$ cat config.mk
export PLATFORM = sky130hd
export DESIGN_NAME = vram_arbiter
export DESIGN_NICKNAME = d
export VERILOG_FILES = /design/src/rtl/vram_arbiter.sv
export SDC_FILE = /design/constraint.sdc
export NUM_CORES = 1
export LEC_CHECK = 0
export BUFFER_PORTS_ARGS = -buffer_cell sky130_fd_sc_hd__buf_2
export CORE_ASPECT_RATIO = 1.4
export CORE_MARGIN = 4
export CORE_UTILIZATION = 52
export DETAILED_ROUTE_END_ITERATION = 7
export GPL_TIMING_DRIVEN = 0
export PLACE_DENSITY = 0.76
export SLEW_MARGIN = 20
export SYNTH_ARGS = -nofsm -noshare
export SYNTH_HDL_FRONTEND = slang
export SYNTH_SLANG_ARGS = --single-unit
$ cat constraint.sdc
create_clock -name pixel_clock -period 1.95 [get_ports pixel_clock]
set_input_delay 0.0975 -clock pixel_clock [delete_from_list [all_inputs] [get_ports pixel_clock]]
set_output_delay 0.0975 -clock pixel_clock [all_outputs]
set_load 0.01 [all_outputs]
$ cat src/rtl/vram_arbiter.sv
// vram_arbiter
// Owns the single-port frame buffer. Active-video cycles always go to display
// refresh; blanking cycles drain the CPU posted-write FIFO first, then serve a
// pending CPU read. Reads are therefore ordered behind every queued write.
//
// Ports
//   pixel_clock, reset        clock, asynchronous active-high reset
//   blank_i, x_i, y_i         timing core (blank_i = 0 -> active video)
//   pix_data_o, pix_valid_o   pixel to DAC, 3 cycles after the slot decision
//   cpu_req_i/we_i/addr_i/wdata_i, cpu_ack_o, cpu_rdata_o   CPU bus bridge
//   mem_en_o/we_o/addr_o/wdata_o, mem_rdata_i               frame buffer RAM
module vram_arbiter #(
  parameter int unsigned ADDR_W      = 19,
  parameter int unsigned DATA_W      = 8,
  parameter int unsigned H_ACTIVE    = 640,
  parameter int unsigned WFIFO_DEPTH = 4
) (
  input  logic              pixel_clock,
  input  logic              reset,
  input  logic              blank_i,
  input  logic [10:0]       x_i,
  input  logic [10:0]       y_i,
  output logic [DATA_W-1:0] pix_data_o,
  output logic              pix_valid_o,
  input  logic              cpu_req_i,
  input  logic              cpu_we_i,
  input  logic [ADDR_W-1:0] cpu_addr_i,
  input  logic [DATA_W-1:0] cpu_wdata_i,
  output logic              cpu_ack_o,
  output logic [DATA_W-1:0] cpu_rdata_o,
  output logic              mem_en_o,
  output logic              mem_we_o,
  output logic [ADDR_W-1:0] mem_addr_o,
  output logic [DATA_W-1:0] mem_wdata_o,
  input  logic [DATA_W-1:0] mem_rdata_i
);

  localparam int unsigned PTR_W = (WFIFO_DEPTH > 2) ? $clog2(WFIFO_DEPTH) : 1;

  typedef struct packed {
    logic [ADDR_W-1:0] addr;
    logic [DATA_W-1:0] data;
  } wentry_t;

  typedef enum logic [1:0] {R_IDLE, R_WAIT, R_ISSUE, R_CAPT} rstate_t;

  // ---------------------------------------------------------------------------
  // Display address: y*H_ACTIVE + x, arithmetic modulo 2^ADDR_W
  // ---------------------------------------------------------------------------
  logic [ADDR_W-1:0] x_a, y_a, lin_addr;
  assign x_a = ADDR_W'(x_i);
  assign y_a = ADDR_W'(y_i);

  generate
    if (H_ACTIVE == 640) begin : g_shift
      assign lin_addr = (y_a << 9) + (y_a << 7) + x_a;
    end else begin : g_mul
      assign lin_addr = y_a * ADDR_W'(H_ACTIVE) + x_a;
    end
  endgenerate

  // ---------------------------------------------------------------------------
  // Posted-write FIFO; pointers carry one wrap bit to tell full from empty
  // ---------------------------------------------------------------------------
  wentry_t          fifo_q [WFIFO_DEPTH];
  logic [PTR_W:0]   wr_ptr_q, wr_ptr_d, rd_ptr_q, rd_ptr_d;
  logic             fifo_empty, fifo_full, fifo_push, fifo_pop;
  wentry_t          fifo_head;

  assign fifo_empty = (wr_ptr_q == rd_ptr_q);
  assign fifo_full  = (wr_ptr_q[PTR_W] != rd_ptr_q[PTR_W]) &&
                      (wr_ptr_q[PTR_W-1:0] == rd_ptr_q[PTR_W-1:0]);
  assign fifo_head  = fifo_q[rd_ptr_q[PTR_W-1:0]];

  // ---------------------------------------------------------------------------
  // State
  // ---------------------------------------------------------------------------
  rstate_t           rstate_q, rstate_d;
  logic [ADDR_W-1:0] rd_addr_q, rd_addr_d;
  logic              cpu_ack_q, cpu_ack_d;
  logic [DATA_W-1:0] cpu_rdata_q, cpu_rdata_d;
  logic              mem_en_q, mem_en_d, mem_we_q, mem_we_d;
  logic [ADDR_W-1:0] mem_addr_q, mem_addr_d;
  logic [DATA_W-1:0] mem_wdata_q, mem_wdata_d;
  logic [DATA_W-1:0] pix_data_q;
  logic [2:0]        vld_pipe_q;   // !blank delayed 1..3 cycles
  logic              disp_slot, wr_slot, rd_slot, idle;

  assign idle      = (rstate_q == R_IDLE);
  assign disp_slot = ~blank_i;
  assign wr_slot   = blank_i & ~fifo_empty;
  assign rd_slot   = blank_i & fifo_empty & (rstate_q == R_WAIT);

  // A cycle carrying cpu_ack ignores cpu_req so a held request is not taken
  // twice; a pop in the same cycle does not open a slot for a full FIFO.
  assign fifo_push = cpu_req_i & cpu_we_i & ~fifo_full & ~cpu_ack_q & idle;
  assign fifo_pop  = wr_slot;

  always_comb begin
    wr_ptr_d    = wr_ptr_q;
    rd_ptr_d    = rd_ptr_q;
    rstate_d    = rstate_q;
    rd_addr_d   = rd_addr_q;
    cpu_rdata_d = cpu_rdata_q;
    cpu_ack_d   = fifo_push;
    mem_en_d    = 1'b0;
    mem_we_d    = 1'b0;
    mem_addr_d  = '0;
    mem_wdata_d = '0;

    if (fifo_push) wr_ptr_d = wr_ptr_q + (PTR_W+1)'(1);
    if (fifo_pop)  rd_ptr_d = rd_ptr_q + (PTR_W+1)'(1);

    // slot decision
    if (disp_slot) begin
      mem_en_d   = 1'b1;
      mem_addr_d = lin_addr;
    end else if (wr_slot) begin
      mem_en_d    = 1'b1;
      mem_we_d    = 1'b1;
      mem_addr_d  = fifo_head.addr;
      mem_wdata_d = fifo_head.data;
    end else if (rd_slot) begin
      mem_en_d   = 1'b1;
      mem_addr_d = rd_addr_q;
    end

    // read FSM
    unique case (rstate_q)
      R_IDLE: if (cpu_req_i & ~cpu_we_i & ~cpu_ack_q) begin
        rstate_d  = R_WAIT;
        rd_addr_d = cpu_addr_i;
      end
      R_WAIT:  if (rd_slot) rstate_d = R_ISSUE;
      R_ISSUE: rstate_d = R_CAPT;
      R_CAPT: begin
        cpu_rdata_d = mem_rdata_i;
        cpu_ack_d   = 1'b1;
        rstate_d    = R_IDLE;
      end
      default: rstate_d = R_IDLE;
    endcase
  end

  always_ff @(posedge pixel_clock or posedge reset) begin
    if (reset) begin
      wr_ptr_q    <= '0;
      rd_ptr_q    <= '0;
      rstate_q    <= R_IDLE;
      rd_addr_q   <= '0;
      cpu_ack_q   <= 1'b0;
      cpu_rdata_q <= '0;
      mem_en_q    <= 1'b0;
      mem_we_q    <= 1'b0;
      mem_addr_q  <= '0;
      mem_wdata_q <= '0;
      pix_data_q  <= '0;
      vld_pipe_q  <= '0;
    end else begin
      wr_ptr_q    <= wr_ptr_d;
      rd_ptr_q    <= rd_ptr_d;
      rstate_q    <= rstate_d;
      rd_addr_q   <= rd_addr_d;
      cpu_ack_q   <= cpu_ack_d;
      cpu_rdata_q <= cpu_rdata_d;
      mem_en_q    <= mem_en_d;
      mem_we_q    <= mem_we_d;
      mem_addr_q  <= mem_addr_d;
      mem_wdata_q <= mem_wdata_d;
      // vld_pipe_q[1] marks the cycle in which display read data is on mem_rdata
      pix_data_q  <= vld_pipe_q[1] ? mem_rdata_i : '0;
      vld_pipe_q  <= {vld_pipe_q[1:0], ~blank_i};
    end
  end

  // FIFO storage needs no reset; the pointers define what is valid.
  always_ff @(posedge pixel_clock) begin
    if (fifo_push) fifo_q[wr_ptr_q[PTR_W-1:0]] <= '{addr: cpu_addr_i, data: cpu_wdata_i};
  end

  assign pix_data_o  = pix_data_q;
  assign pix_valid_o = vld_pipe_q[2];
  assign cpu_ack_o   = cpu_ack_q;
  assign cpu_rdata_o = cpu_rdata_q;
  assign mem_en_o    = mem_en_q;
  assign mem_we_o    = mem_we_q;
  assign mem_addr_o  = mem_addr_q;
  assign mem_wdata_o = mem_wdata_q;

endmodule

Yosys cells after proc, flatten, opt, wreduce, memory -nomap -nowiden

Memories as Yosys holds them, arrays and structs flattened.
Cells that the tools add are included.

Register bits: 76
RAM bits: 108
Bits of input ports: 62
Output and inout bits: 47
Logic and storage cells: 60
Memories kept: 1

Memories:

| name   | depth | width | rd ports | clocked after memory_dff | write ports | line | RTL |
|---|---|---|---|---|---|---|---|
| fifo_q | 4     | 27    | 1        | 0                        | 1           | 65   | `wentry_t fifo_q [WFIFO_DEPTH];` |

Add/subtract/negate cells: 4
Eq/ne operators: 8
Muxes and demuxes: 17
Bitwise gates (word level): 14
Reductions and logical operators: 4

Operators by type and width:

| kind                                                 | number |
|---|---|
| two-way mux 19 bit                                   | 3 |
| two-way mux 8 bit                                    | 3 |
| adder 19 x 11 -> 19 bit                              | 1 |
| adder 19 x 18 -> 19 bit                              | 1 |
| bitwise AND 1 bit                                    | 9 |
| two-way mux 1 bit                                    | 8 |
| one-hot mux 2 bit (4 select lines)                   | 1 |
| adder 3 x 1 -> 3 bit (second input constant)         | 2 |
| inverter 1 bit                                       | 5 |
| equality test 2 bit (second input constant)          | 2 |
| two-way mux 2 bit                                    | 2 |
| AND reduction 2 bit                                  | 2 |
| equality test 3 bit                                  | 1 |
| equality test 2 x 1 -> 1 bit (second input constant) | 1 |
| equality test 2 bit                                  | 1 |
| zero test 2 bit                                      | 1 |
| != test 2 x 1 -> 1 bit (second input constant)       | 1 |
| != test 2 bit (second input constant)                | 1 |
| logical AND 1 bit                                    | 1 |
| != test 1 bit                                        | 1 |

Depth between registers and ports, before layout

Depth after elaboration: 8
Mapped depth: 9

Least setup slack after synthesis

OpenSTA, ideal clock, no wires.

Path kind: register to register
From: reg rstate_q[0]
To: mem fifo_q[3][0] in the netlist's numbering (enable)
Library setup time: 0.388 ns
Data arrival time: 1.771 ns
Required time: 1.562 ns
Path slack: -0.208 ns
Cell stages (with the launch flop): 6
Clock period less this slack: 2.158 ns
Path through: dfrtp_1 > inv_1 > ha_1 > nand4b_1 > a21oi_2 > and2_1

Word-level cells in the longest chain between the ends: 4

RTL lines:

| element                                 | line | RTL |
|---|---|---|
| start: declaration                      | 78   | `rstate_t rstate_q, rstate_d;` |
| start signal: assignment                | 162  | `rstate_q <= rstate_d;` |
| zero test 2 bit                         | 89   | `assign idle = (rstate_q == R_IDLE);` |
| bitwise AND 1 bit                       | 96   | `assign fifo_push = cpu_req_i & cpu_we_i & ~fifo_full & ~cpu_ack_q & idle;` |
| two-way mux 1 bit                       | 178  | `if (fifo_push) fifo_q[wr_ptr_q[PTR_W-1:0]] <= '{addr: cpu_addr_i, data: cpu_wdata_i};` |
| two-way mux 1 bit (not written as such) | 178  |  |
| end: declaration                        | 65   |  |

Every way passes these cells.

Worst setup path after layout

From: reg rd_ptr_q[1]
To: reg mem_addr_q[17] (netlist: mem_addr_o[17])

Word-level cells in the longest chain between the ends: 6

RTL lines:

| element                        | line | RTL |
|---|---|---|
| start: declaration             | 66   | `logic [PTR_W:0] wr_ptr_q, wr_ptr_d, rd_ptr_q, rd_ptr_d;` |
| start signal: assignment       | 161  | `rd_ptr_q <= rd_ptr_d;` |
| equality test 3 bit            | 70   | `assign fifo_empty = (wr_ptr_q == rd_ptr_q);` |
| bitwise AND 1 bit (2 in a row) | 92   | `assign rd_slot = blank_i & fifo_empty & (rstate_q == R_WAIT);` |
| two-way mux 19 bit             | 123  | `end else if (rd_slot) begin` |
| two-way mux 19 bit *           | 118  | `end else if (wr_slot) begin` |
| two-way mux 19 bit *           | 115  | `if (disp_slot) begin` |
| net mem_addr_d[17]             | 83   | `logic [ADDR_W-1:0] mem_addr_q, mem_addr_d;` |
| end signal: assignment         | 168  | `mem_addr_q <= mem_addr_d;` |
| end: declaration               | 83   |  |

The timed path passes the listed nets; every way through them passes the cells marked *.
A chain may end at the register's enable or synchronous reset.

==> metrics.md <==
| Metric | Value |
|---|---|
| Status | `finished, final reports clean` |
| Measured slew at the worst slew-check pin | `between 0.6 and 0.7 ns` |
| Starting DRC count in detailed routing | `~270` |
| Largest net degree at the start of global routing | `36` |
| Clock Skew | `approximately 0.01 ns` |
| HP Class | `in -> reg` |
| Final hold vios | `0` |
| Min Clock Period, post-route | `about 1.9 ns` |
| Top FF cell, synth | `edfxtp_1` |
| Reg clk slew, reported paths | `0.07 ns` |
| H-tree Lvls | `4` |
| DRT Pass-1 Iters | `5` |
| CP max FO | `10` |
| DRT antenna net count | `0` |
| Post-synth EDFFs | `108` |
| ANT cells | `0` |
| Commonest non-fill, non-tap cell in the layout | `buf_2` |
| Setup violators final | `0` |
| Post-synthesis cell area | `0.00775 sq mm` |
| Die area | `between 0.015 and 0.02 sq mm` |
| First-pass GRT wire length | `around 26000 microns` |
| CTS max path bufs | `2` |
| Syn Nets | `roughly 560` |
| Part of the cycle the worst path needs | `0.953` |
| Power Density | `~1300 mW/mm^2` |
| Post-route cell area | `0.00972 sq mm` |
| Post-Synthesis Cells | `463` |
| Synth warn | `0` |
| Root buffer cell | `clkbuf_16` |
| CORE AREA | `0.0145 sq mm` |
| Unique masters post-synth | `45` |
| Avg Inst Size Synth | `16.7 sq um` |
| CTS tree | `done` |
| GRT overflow | `0` |
| Relative max-transition margin | `0.552` |
| Total number of vias | `around 4600` |
| DR WL/cell | `around 20 microns` |
| Startpoint Class | `register` |
| Top-area cell type share of the netlist area | `0.419` |
| Sequential share of the synthesized area | `0.664` |
| Skew-Pair Late Insertion Delay | `0.42 ns` |
| CTS sink count | `about 180` |
| Synth area leaders | `edfxtp_1 (42%), dfrtp_1 (25%), mux4_1 (8.5%)` |
| Maximum vdd drop | `between 600 and 700 uV` |
| Core Rows | `between 50 and 60` |
| Ports | `approximately 110` |
| DP HPWL | `10000 microns` |
| Remaining DRCs | `0` |
| Power, Total | `12.7 mW` |
| Die height | `152 microns` |
| Seq cells post-synth | `around 180` |
| Nets@finish | `738` |
| Antenna violations before repair | `0` |
| Placed insts | `761` |
| Worst path arrival time | `~2.1 ns` |
| CP Class | `reg -> reg` |
| Worst EP required | `2.24 ns` |
| CTS buffer count | `17` |
| F_max | `about 540 MHz` |
| Critical path capture point type | `register` |
| Post-DR vias/cell | `between 5 and 6` |
| Area of placed instances | `about 0.0086 sq mm` |
| Detailed Route WL | `around 17000 microns` |
| Max-cap violation count | `0` |
| Layout cells sized above 1 | `0.319` |
| GPL Wtd Cong | `just under 0.9` |
| Async SR Flop Fraction | `0.413` |
| Die Width | `~110 microns` |
| Yosys top cell by area | `edfxtp_1` |
| Pleak | `about 4 nW` |
| Fin cells | `~850` |
| Starting Density | `0.534` |
| PortBufs | `about 110` |
| Area growth, synth to finish | `25.4%` |
| Commonest non-fill, non-tap cells in the layout | `buf_2 (111), edfxtp_1 (108), dfrtp_1 (76)` |
| Total GRT Usage | `0.200` |
| Vias in the first global route | `just under 5000` |
| Slew Limit Fails | `0` |
-- logic make-up (layout without fill, tap and decap cells) --
kind of cell | after synthesis | count (layout) | synth area share
adder cells (fa/ha/maj) | 31 | 31 | 0.0530
XOR/XNOR | 17 | 17 | 0.0192
AND/OR/NAND/NOR | 90 | 98 | 0.0643
AO/OA/AOI/OAI | 50 | 50 | 0.0399
flip-flops | 184 | 184 | 0.664
buffers and inverters | 33 | 220 | 0.0242
multiplexers | 58 | 58 | 0.135
-- state kept, by name (all words and copies together), names as in the netlist, 2 cells and up --
signal       cells
rd_ptr_q         3
pix_data_o       8
rstate_q         2
fifo_q         108
wr_ptr_q         3
vld_pipe_q       3
rd_addr_q       19
mem_wdata_o      8
mem_addr_o      19
cpu_rdata_o      8
-- metrics by stage --
stage	hold WS (ns)	utilization	TNS [ns]	setup WS (ns)
3_5_place_dp	0.141	0.591	-43.91	-0.404
3_3_place_gp	0.309	0.588	-33.85	-0.303
6_report	0.0818	0.670	0	0.0924
2_1_floorplan	0.196	-	0	0.0156
4_1_cts	0.0763	0.667	0	0.0440
5_1_grt	0.104	0.670	-0.0315	-0.0128
-- final timing paths --
kind / cells past startpoint / endpoint / startpoint / slack [ns]
setup / recovery: 6 / mem_addr_o[17]$_DFF_PP0_ / rd_ptr_q[1]$_DFFE_PP0P_ / 0.09
hold / removal: 4 / mem_addr_o[7]$_DFF_PP0_ / x_i[7] / 0.08
setup reg to reg: 6 / mem_addr_o[17]$_DFF_PP0_ / rd_ptr_q[1]$_DFFE_PP0P_ / 0.09
hold reg to reg: 0 / vld_pipe_q[1]$_DFF_PP0_ / vld_pipe_q[0]$_DFF_PP0_ / 0.35
max in group asynchronous: 4 / wr_ptr_q[2]$_DFFE_PP0P_ / reset / 1.21
min in group asynchronous: 3 / mem_addr_o[15]$_DFF_PP0_ / reset / 0.23
-- Yosys cell counts (2+ instances only) --
cell	instances
nor2b_1	7
ha_1	28
nand2_1	9
buf_2	7
and2_1	21
mux2_2	28
inv_1	13
mux2i_1	2
a31oi_1	17
edfxtp_1	108
buf_6	2
xor2_1	11
nand3_1	14
xnor2_1	6
buf_4	2
fa_1	3
or2_2	2
buf_12	2
a21oi_1	14
mux4_2	2
clkbuf_1	7
dfrtp_1	76
and3_1	2
nand2b_1	12
o21ai_1	4
nor2_1	17
o21ai_0	4
o211ai_1	2
mux4_1	25
-- metal layers --
metal  up-vias  wire length (microns)  GRT usage
met1      2334                   6490      0.241
met4         0                    361     0.0748
met5         -                      0          0
met3        25                    767     0.0385
met2       138                   8910      0.354
li1       2136                      -          -
-- critical path, cell delays in order, from the launching register on --
cell	delay, ns
dfrtp_1	0.38
buf_2	0.28
buf_2	0.30
mux4_2	0.32
nor2b_1	0.15
o21ai_1	0.20
o21ai_1	0.09
-- power breakdown --
group	switching [mW]	internal (mW)	leakage, nW
Combinational	2.14	2.00	1.82
Clock	1.49	1.82	0.278
Sequential	0.340	4.89	1.89
Total	3.96	8.71	3.98
-- final cells by class --
class	instances	area, sq um
sequential	184	5140
fill	991	4790
multi-input combinational	254	2520
timing repair buffer	155	1040
clock buffer	18	439
tap	189	236
buffer	20	146
clock inverter	14	135
inverter	13	52.6
-- timing repair --
item | CTS | global route
hold buffers | 43 | 0
pin swaps | 5 | 1
setup endpoints to repair | 119 | 131
endpoints found under the hold margin | 165 | 0
buffers inserted | 3 | 0
gates resized for setup | 11 | 5
gates cloned | 5 | 3
No activity file was read; power rests on OpenSTA's default activity.
